## src/rtl/data_memory_port_arbiter.sv

```systemverilog
// Byte-serial arbiter sharing one single-port data SRAM between the
// MEM-stage port and a debug/loader port, big-endian byte order.
module data_memory_port_arbiter #(
  parameter int RAM_SIZE     = 1024,
  parameter int STARVE_LIMIT = 4
) (
  input  logic                        clk,
  input  logic                        rst,
  input  logic                        cpu_req,
  input  logic                        cpu_we,
  input  logic [1:0]                  cpu_size,
  input  logic                        cpu_sign_extend,
  input  logic [31:0]                 cpu_addr,
  input  logic [31:0]                 cpu_wdata,
  output logic                        cpu_ack,
  output logic [31:0]                 cpu_rdata,
  output logic                        cpu_stall,
  input  logic                        dbg_req,
  input  logic                        dbg_we,
  input  logic [31:0]                 dbg_addr,
  input  logic [31:0]                 dbg_wdata,
  output logic                        dbg_ack,
  output logic [31:0]                 dbg_rdata,
  output logic                        busy,
  output logic                        mem_en,
  output logic                        mem_we,
  output logic [$clog2(RAM_SIZE)-1:0] mem_addr,
  output logic [7:0]                  mem_wdata,
  input  logic [7:0]                  mem_rdata
);

  localparam int AW = $clog2(RAM_SIZE);
  localparam logic [1:0] SZ_BYTE = 2'd0;
  localparam logic [1:0] SZ_HALF = 2'd1;
  localparam logic [1:0] SZ_WORD = 2'd2;
  localparam logic [3:0] LIM = 4'(STARVE_LIMIT);

  typedef enum logic [1:0] {IDLE, ISSUE, FINISH, DONE} state_t;

  state_t          state, state_nxt;
  logic            own_dbg;
  logic            we_q;
  logic [1:0]      size_q;
  logic            sx_q;
  logic [AW-1:0]   base_q;
  logic [31:0]     wdata_q;
  logic [1:0]      off_q;
  logic [23:0]     acc;
  logic            rd_pend;
  logic [3:0]      starve_cnt;

  logic            grant_any;
  logic            grant_dbg;
  logic [1:0]      gsize;
  logic [1:0]      start_off;
  logic [31:0]     fin;
  logic [31:0]     load_val;
  logic            unused;

  assign unused = ^{cpu_addr[31:AW], dbg_addr[31:AW]};

  always_ff @(posedge clk) begin
    if (rst) state <= IDLE;
    else     state <= state_nxt;
  end

  always_comb begin
    state_nxt = state;
    grant_any = cpu_req || dbg_req;
    grant_dbg = dbg_req && (!cpu_req || starve_cnt == LIM);
    gsize     = grant_dbg ? SZ_WORD : cpu_size;
    case (gsize)
      SZ_BYTE: start_off = 2'd3;
      SZ_HALF: start_off = 2'd2;
      default: start_off = 2'd0;
    endcase
    case (state)
      IDLE:    if (grant_any) state_nxt = ISSUE;
      ISSUE:   if (off_q == 2'd3) state_nxt = FINISH;
      FINISH:  state_nxt = DONE;
      default: state_nxt = IDLE;
    endcase
  end

  always_comb begin
    mem_en    = (state == ISSUE);
    mem_we    = mem_en && we_q;
    mem_addr  = '0;
    mem_wdata = '0;
    busy      = (state != IDLE);
    cpu_stall = cpu_req && !cpu_ack;
    if (mem_en) begin
      mem_addr = base_q + AW'(off_q);
      case (off_q)
        2'd0:    mem_wdata = wdata_q[31:24];
        2'd1:    mem_wdata = wdata_q[23:16];
        2'd2:    mem_wdata = wdata_q[15:8];
        default: mem_wdata = wdata_q[7:0];
      endcase
    end
  end

  // Final read byte arrives during FINISH; extend from the merged value.
  always_comb begin
    fin = {acc, mem_rdata};
    case (size_q)
      SZ_BYTE: load_val = {{24{sx_q & fin[7]}}, fin[7:0]};
      SZ_HALF: load_val = {{16{sx_q & fin[15]}}, fin[15:0]};
      default: load_val = fin;
    endcase
  end

  always_ff @(posedge clk) begin
    if (rst) begin
      own_dbg    <= 1'b0;
      we_q       <= 1'b0;
      size_q     <= SZ_WORD;
      sx_q       <= 1'b0;
      base_q     <= '0;
      wdata_q    <= '0;
      off_q      <= '0;
      acc        <= '0;
      rd_pend    <= 1'b0;
      starve_cnt <= '0;
      cpu_ack    <= 1'b0;
      dbg_ack    <= 1'b0;
      cpu_rdata  <= '0;
      dbg_rdata  <= '0;
    end else begin
      rd_pend <= (state == ISSUE);
      cpu_ack <= 1'b0;
      dbg_ack <= 1'b0;
      if (rd_pend) acc <= fin[23:0];
      if (state == IDLE && grant_any) begin
        own_dbg <= grant_dbg;
        we_q    <= grant_dbg ? dbg_we : cpu_we;
        size_q  <= gsize;
        sx_q    <= grant_dbg ? 1'b0 : cpu_sign_extend;
        base_q  <= grant_dbg ? dbg_addr[AW-1:0] : cpu_addr[AW-1:0];
        wdata_q <= grant_dbg ? dbg_wdata : cpu_wdata;
        off_q   <= start_off;
        if (grant_dbg)
          starve_cnt <= '0;
        else if (dbg_req && starve_cnt != LIM)
          starve_cnt <= starve_cnt + 4'd1;
      end
      if (state == ISSUE) off_q <= off_q + 2'd1;
      if (state == FINISH) begin
        if (own_dbg) begin
          dbg_ack   <= 1'b1;
          dbg_rdata <= we_q ? 32'd0 : load_val;
        end else begin
          cpu_ack   <= 1'b1;
          cpu_rdata <= we_q ? 32'd0 : load_val;
        end
      end
    end
  end

endmodule

```

## config.mk

```make
export PLATFORM = sky130hd
export DESIGN_NAME = data_memory_port_arbiter
export DESIGN_NICKNAME = d
export VERILOG_FILES = /design/src/rtl/data_memory_port_arbiter.sv
export SDC_FILE = /design/constraint.sdc
export NUM_CORES = 1
export LEC_CHECK = 0
export ABC_AREA = 1
export BUFFER_PORTS_ARGS = -buffer_cell sky130_fd_sc_hd__buf_2
export CORE_UTILIZATION = 31
export CTS_CLUSTER_SIZE = 10
export DETAILED_ROUTE_END_ITERATION = 10
export PLACE_DENSITY_LB_ADDON = 0.05
export SYNTH_ARGS = -nofsm -noshare
export SYNTH_HDL_FRONTEND = slang
export SYNTH_SLANG_ARGS = --single-unit
```

## constraint.sdc

```tcl
create_clock -name clk -period 2.9 [get_ports clk]
set_input_delay 0.29 -clock clk [delete_from_list [all_inputs] [get_ports clk]]
set_output_delay 0.29 -clock clk [all_outputs]
set_load 0.01 [all_outputs]
```

* Yosys cells after proc, flatten, opt, wreduce, memory -nomap -nowiden
Cells that the tools add are included.
** Cells by class
- $add $sub $neg :: 3
- Equality and inequality tests :: 11
- Muxes and demuxes :: 20
- Bitwise gates (word level) :: 4
- Reduce and logical (&&, ||, !) cells :: 21
** Operator list (number)
- $mux W32 :: 2
- $pmux W32 S2 :: 1
- $pmux W8 S3 :: 1
- $mux W10 :: 2
- $add A10 B2 Y10 :: 1
- $mux W2 :: 5
- $eq A2 B1 Y1 const B :: 4
- $logic_not A2 Y1 :: 4
- $mux W4 :: 2
- $mux W8 :: 1
- $reduce_and A2 Y1 :: 4
- $eq A2 B2 Y1 const B :: 3
- $pmux W2 S3 :: 1
- $reduce_bool A2 Y1 :: 3
- $logic_and A1 B1 Y1 :: 5
- $add A4 B1 Y4 const B :: 1
- $eq A4 B3 Y1 const B :: 1
- $mux W1 :: 4
- $ne A4 B3 Y1 const B :: 1
- $pmux W2 S2 :: 1
- $add A2 B1 Y2 const B :: 1
- $and A1 B1 Y1 :: 2
- $logic_not A1 Y1 :: 2
- $logic_or A1 B1 Y1 :: 2
- 4 further kinds :: 5
** Storage, ports and cells
- Register bits after elaboration :: 146
- Bits of input ports :: 145
- Output and inout port bits :: 88
- Word-level logic and storage cells :: 74

* Depth between registers and ports, before layout
- Depth after elaboration :: 8
- Mapped depth :: 10
- Depth with buffers taken out :: 9

* Worst setup path after synthesis
Ideal clock, no wire load.
- Path kind :: register to output
- Start point :: register off_q[0]
- End point :: output port mem_addr[8]
- Data arrival time :: 1.503 ns
- Data required time :: 2.610 ns
- Setup slack :: 1.107 ns
- Cell stages (with the launch flop) :: 7
- Buffers on the path :: 0
- Cell sequence :: dfxtp_1 > ha_1 > fa_1 > nand2_1 > nor2_1 > nor3b_1 > nor3_1
** On the way
- Word-level cells in the longest chain between the ends :: 2
** Ends and longest elaborated chain
- start, declared :: line 47 : logic [1:0] off_q;
- start signal, assigned :: line 141 : off_q <= start_off;
- start signal, assigned :: line 147 : if (state == ISSUE) off_q <= off_q + 2'd1;
- $add A10 B2 Y10 :: line 93 : mem_addr = base_q + AW'(off_q);
- $mux W10 :: line 92 : if (mem_en) begin
- end, declared :: line 27 : output logic [$clog2(RAM_SIZE)-1:0] mem_addr,
Every way passes these cells.

* Final worst setup path
Same ends and word-level chain as after synthesis.

==> impl_metrics.ini <==
[pwr]
power_mw = 7.125
total_leakage_power_nw = 3.698
vdd_drop_max_v = 0.0004201
p_per_area_nw_per_um2 = 896.4

[clock_tree]
cts_resized = 0
post_cts_buffers = 0
cts_tree = done
clk_latency_ns = 0.42
cts.sinks = 146
h-tree-depth = 4
cts-root-buf = clkbuf_16
clk_pin_slew_ns = 0.06
clock_path_buffers = 2
cts_buffers = 17
cts_hold_buf = 0

[floorplan]
die_area_sq_um = 21020
die_x_um = 145.0
start_util = 0.3204
ioPinCount = 233
die_h_um = 145.0
core_area_sq_um = 19780
rows = 51

[placement]
port_buffers = 188
dp_hpwl_um = 12760
dp.cells = 1251
gp_congestion = 0.7547
dp_slack_ns = 0.8799

[cells_and_area]
nNetsFinal = 1162
fillCellCount = 2199
fin_cells = 1283
num_antenna_cells = 0
syn_to_final_growth_pct = 25.43
utilization = 0.4018
drive_above_1_share = 0.2564

[global_route]
grt_use_total = 0.1851
grt_pass1_vias = 5979
antenna_found_initial = 0
grt_first_pass_wirelength_um = 31340
gr-total-overflow = 0
grt_max_degree = 76

[sta]
rsz0062_at_grt = false
finalHoldViolCount = 0
setup_viol = 0
fin_crit_sh = 0.8304
period_minus_slack_ns = 2.408
slew_violations = 0
slew_headroom = 0.4997
skew_ns = 0.01001
max_freq_mhz = 415.3
worstMarginPinSlew_ns = 0.7496
setup_tns_ns = 0
finalWorstSetupSlack_ns = 0.4919

[synthesis]
syn_area_per_cell_sq_um = 7.482
ys_seq_area_frac = 0.4612
synth_edf_count = 0
synth.distinct_cells = 29
synth_cells = 847
syn-cell-area_sq_um = 6337
synthArstFlopShare = 0
yosys_register_bits = 146
syn-num-nets = 1004
ys_warn_count = 0
ys.flop_type = dfxtp_1

[critical_path]
worstPathMaxFanout = 6
cp-start-kind = register
crit_arrival_ns = 2.12
reg2reg_slack_ns = 0.91
worstSetupPathType = reg -> out
worst_ep_required_time_ns = 2.61
critPathCaptureType = output pin

[route]
avgRoutedWirePerCell_um = 14.57
vias = 6074
wirelength_um = 18690
antenna_left = 0
vias_per_cell = 4.734
drc = 0
dr.pass1.iters = 4
drtIter0Drc = 328

[status]
outcome = complete, no violations

[flow_run]
max_cap_violations = 0

[min_path]
hold_class = in -> reg
## synth_stat cells, types with 4 or more instances
cell	n	area, sq um
buf_4	5	37.54
nand2_2	4	25.02
buf_6	7	78.83
nand2_1	93	349.1
buf_2	11	55.05
or2_2	8	50.05
inv_1	63	236.5
buf_1	4	15.01
clkbuf_1	32	120.1
a21oi_1	106	530.5
dfxtp_1	146	2923
nor2_1	97	364.1
nand3_1	59	295.3
a31oi_1	8	50.05
ha_1	11	137.6
nor3_1	30	150.1
o21ai_0	139	695.7
nor3_2	6	60.06
## stage by stage
stage	hold slack [ns]	instance area, sq um
2_1_floorplan	0.4269	6337
3_3_place_gp	0.4547	7400
3_5_place_dp	0.4566	7400
4_1_cts	0.1027	7949
5_1_grt	0.1129	7949
6_report	0.1201	7949
## path summary, 6_finish.rpt
check           startpoint      endpoint  cells past startpoint
min           cpu_wdata[6]    wdata_q[6]                      3
min reg2reg   dbg_rdata[4]  dbg_rdata[4]                      2
max               off_q[0]   mem_addr[8]                      7
max reg2reg  starve_cnt[0]    wdata_q[8]                      8
## critical path, cell delays in order, from the launching register on
cell and delay, ns:
dfxtp_1 0.36, ha_1 0.23, fa_1 0.39, nand2_1 0.15, nor2_1 0.08, nor3b_1 0.13
nor3_1 0.19, buf_2 0.16
## where the power goes
group	leakage [nW]	internal, mW	total, mW	switching [mW]
combinational	2.25	0.792	2.23	1.44
sequential	1.20	2.51	2.82	0.310
clock	0.256	1.12	2.07	0.958
total	3.70	4.42	7.12	2.71
## cells in the final DEF (no fill, tap or decap), types with 3 or more instances in the layout
cell | netlist | layout
o21ai_0 | 139 | 139
ha_1 | 11 | 11
buf_2 | 11 | 188
nor2_2 | 3 | 3
a21oi_1 | 106 | 106
dfxtp_1 | 146 | 146
nand3_1 | 59 | 59
nor2_1 | 97 | 96
nand2_2 | 4 | 4
inv_6 | 0 | 6
inv_2 | 3 | 3
buf_4 | 5 | 9
nand2_1 | 93 | 93
nor3_1 | 30 | 30
a31oi_1 | 8 | 8
inv_1 | 63 | 62
clkinvlp_4 | 0 | 5
nor3_2 | 6 | 6
clkbuf_16 | 0 | 17
or2_2 | 8 | 8
## layout make-up
class,instances,area [sq um],share of cell area
multi-input combinational,576,2868,0.3608
timing repair buffer,198,1028,0.1294
inverter,66,249.0,0.03132
tap,265,331.6,0.04171
clock inverter,15,123.9,0.01558
clock buffer,17,425.4,0.05352
sequential,146,2923,0.3677
## flip-flops by register name, indices dropped and copies added (netlist names)
signal,cells
acc,24
base_q,10
cpu_ack,1
cpu_rdata,32
dbg_ack,1
dbg_rdata,32
off_q,2
own_dbg,1
rd_pend,1
size_q,2
starve_cnt,4
state,2
sx_q,1
wdata_q,32
we_q,1
## cells by family after synthesis
group | count (synthesis) | share of synthesized area
flip-flops | 146 | 0.4612
AO/OA/AOI/OAI | 254 | 0.2028
adder cells (fa/ha/maj) | 12 | 0.02488
buffers and inverters | 125 | 0.08746
XOR/XNOR | 2 | 0.002765
AND/OR/NAND/NOR | 308 | 0.2209
## metal layers
layer	vias up	track usage	wire length (um)	part of all wire
met5	-	0	0	0
met3	5	0.04308	807	0.043
li1	3149	-	-	-
met1	2795	0.2620	9579	0.51
met2	125	0.2827	8195	0.44
met4	0	0.04149	112	0.0060
Power figures use the tool's default switching activity.
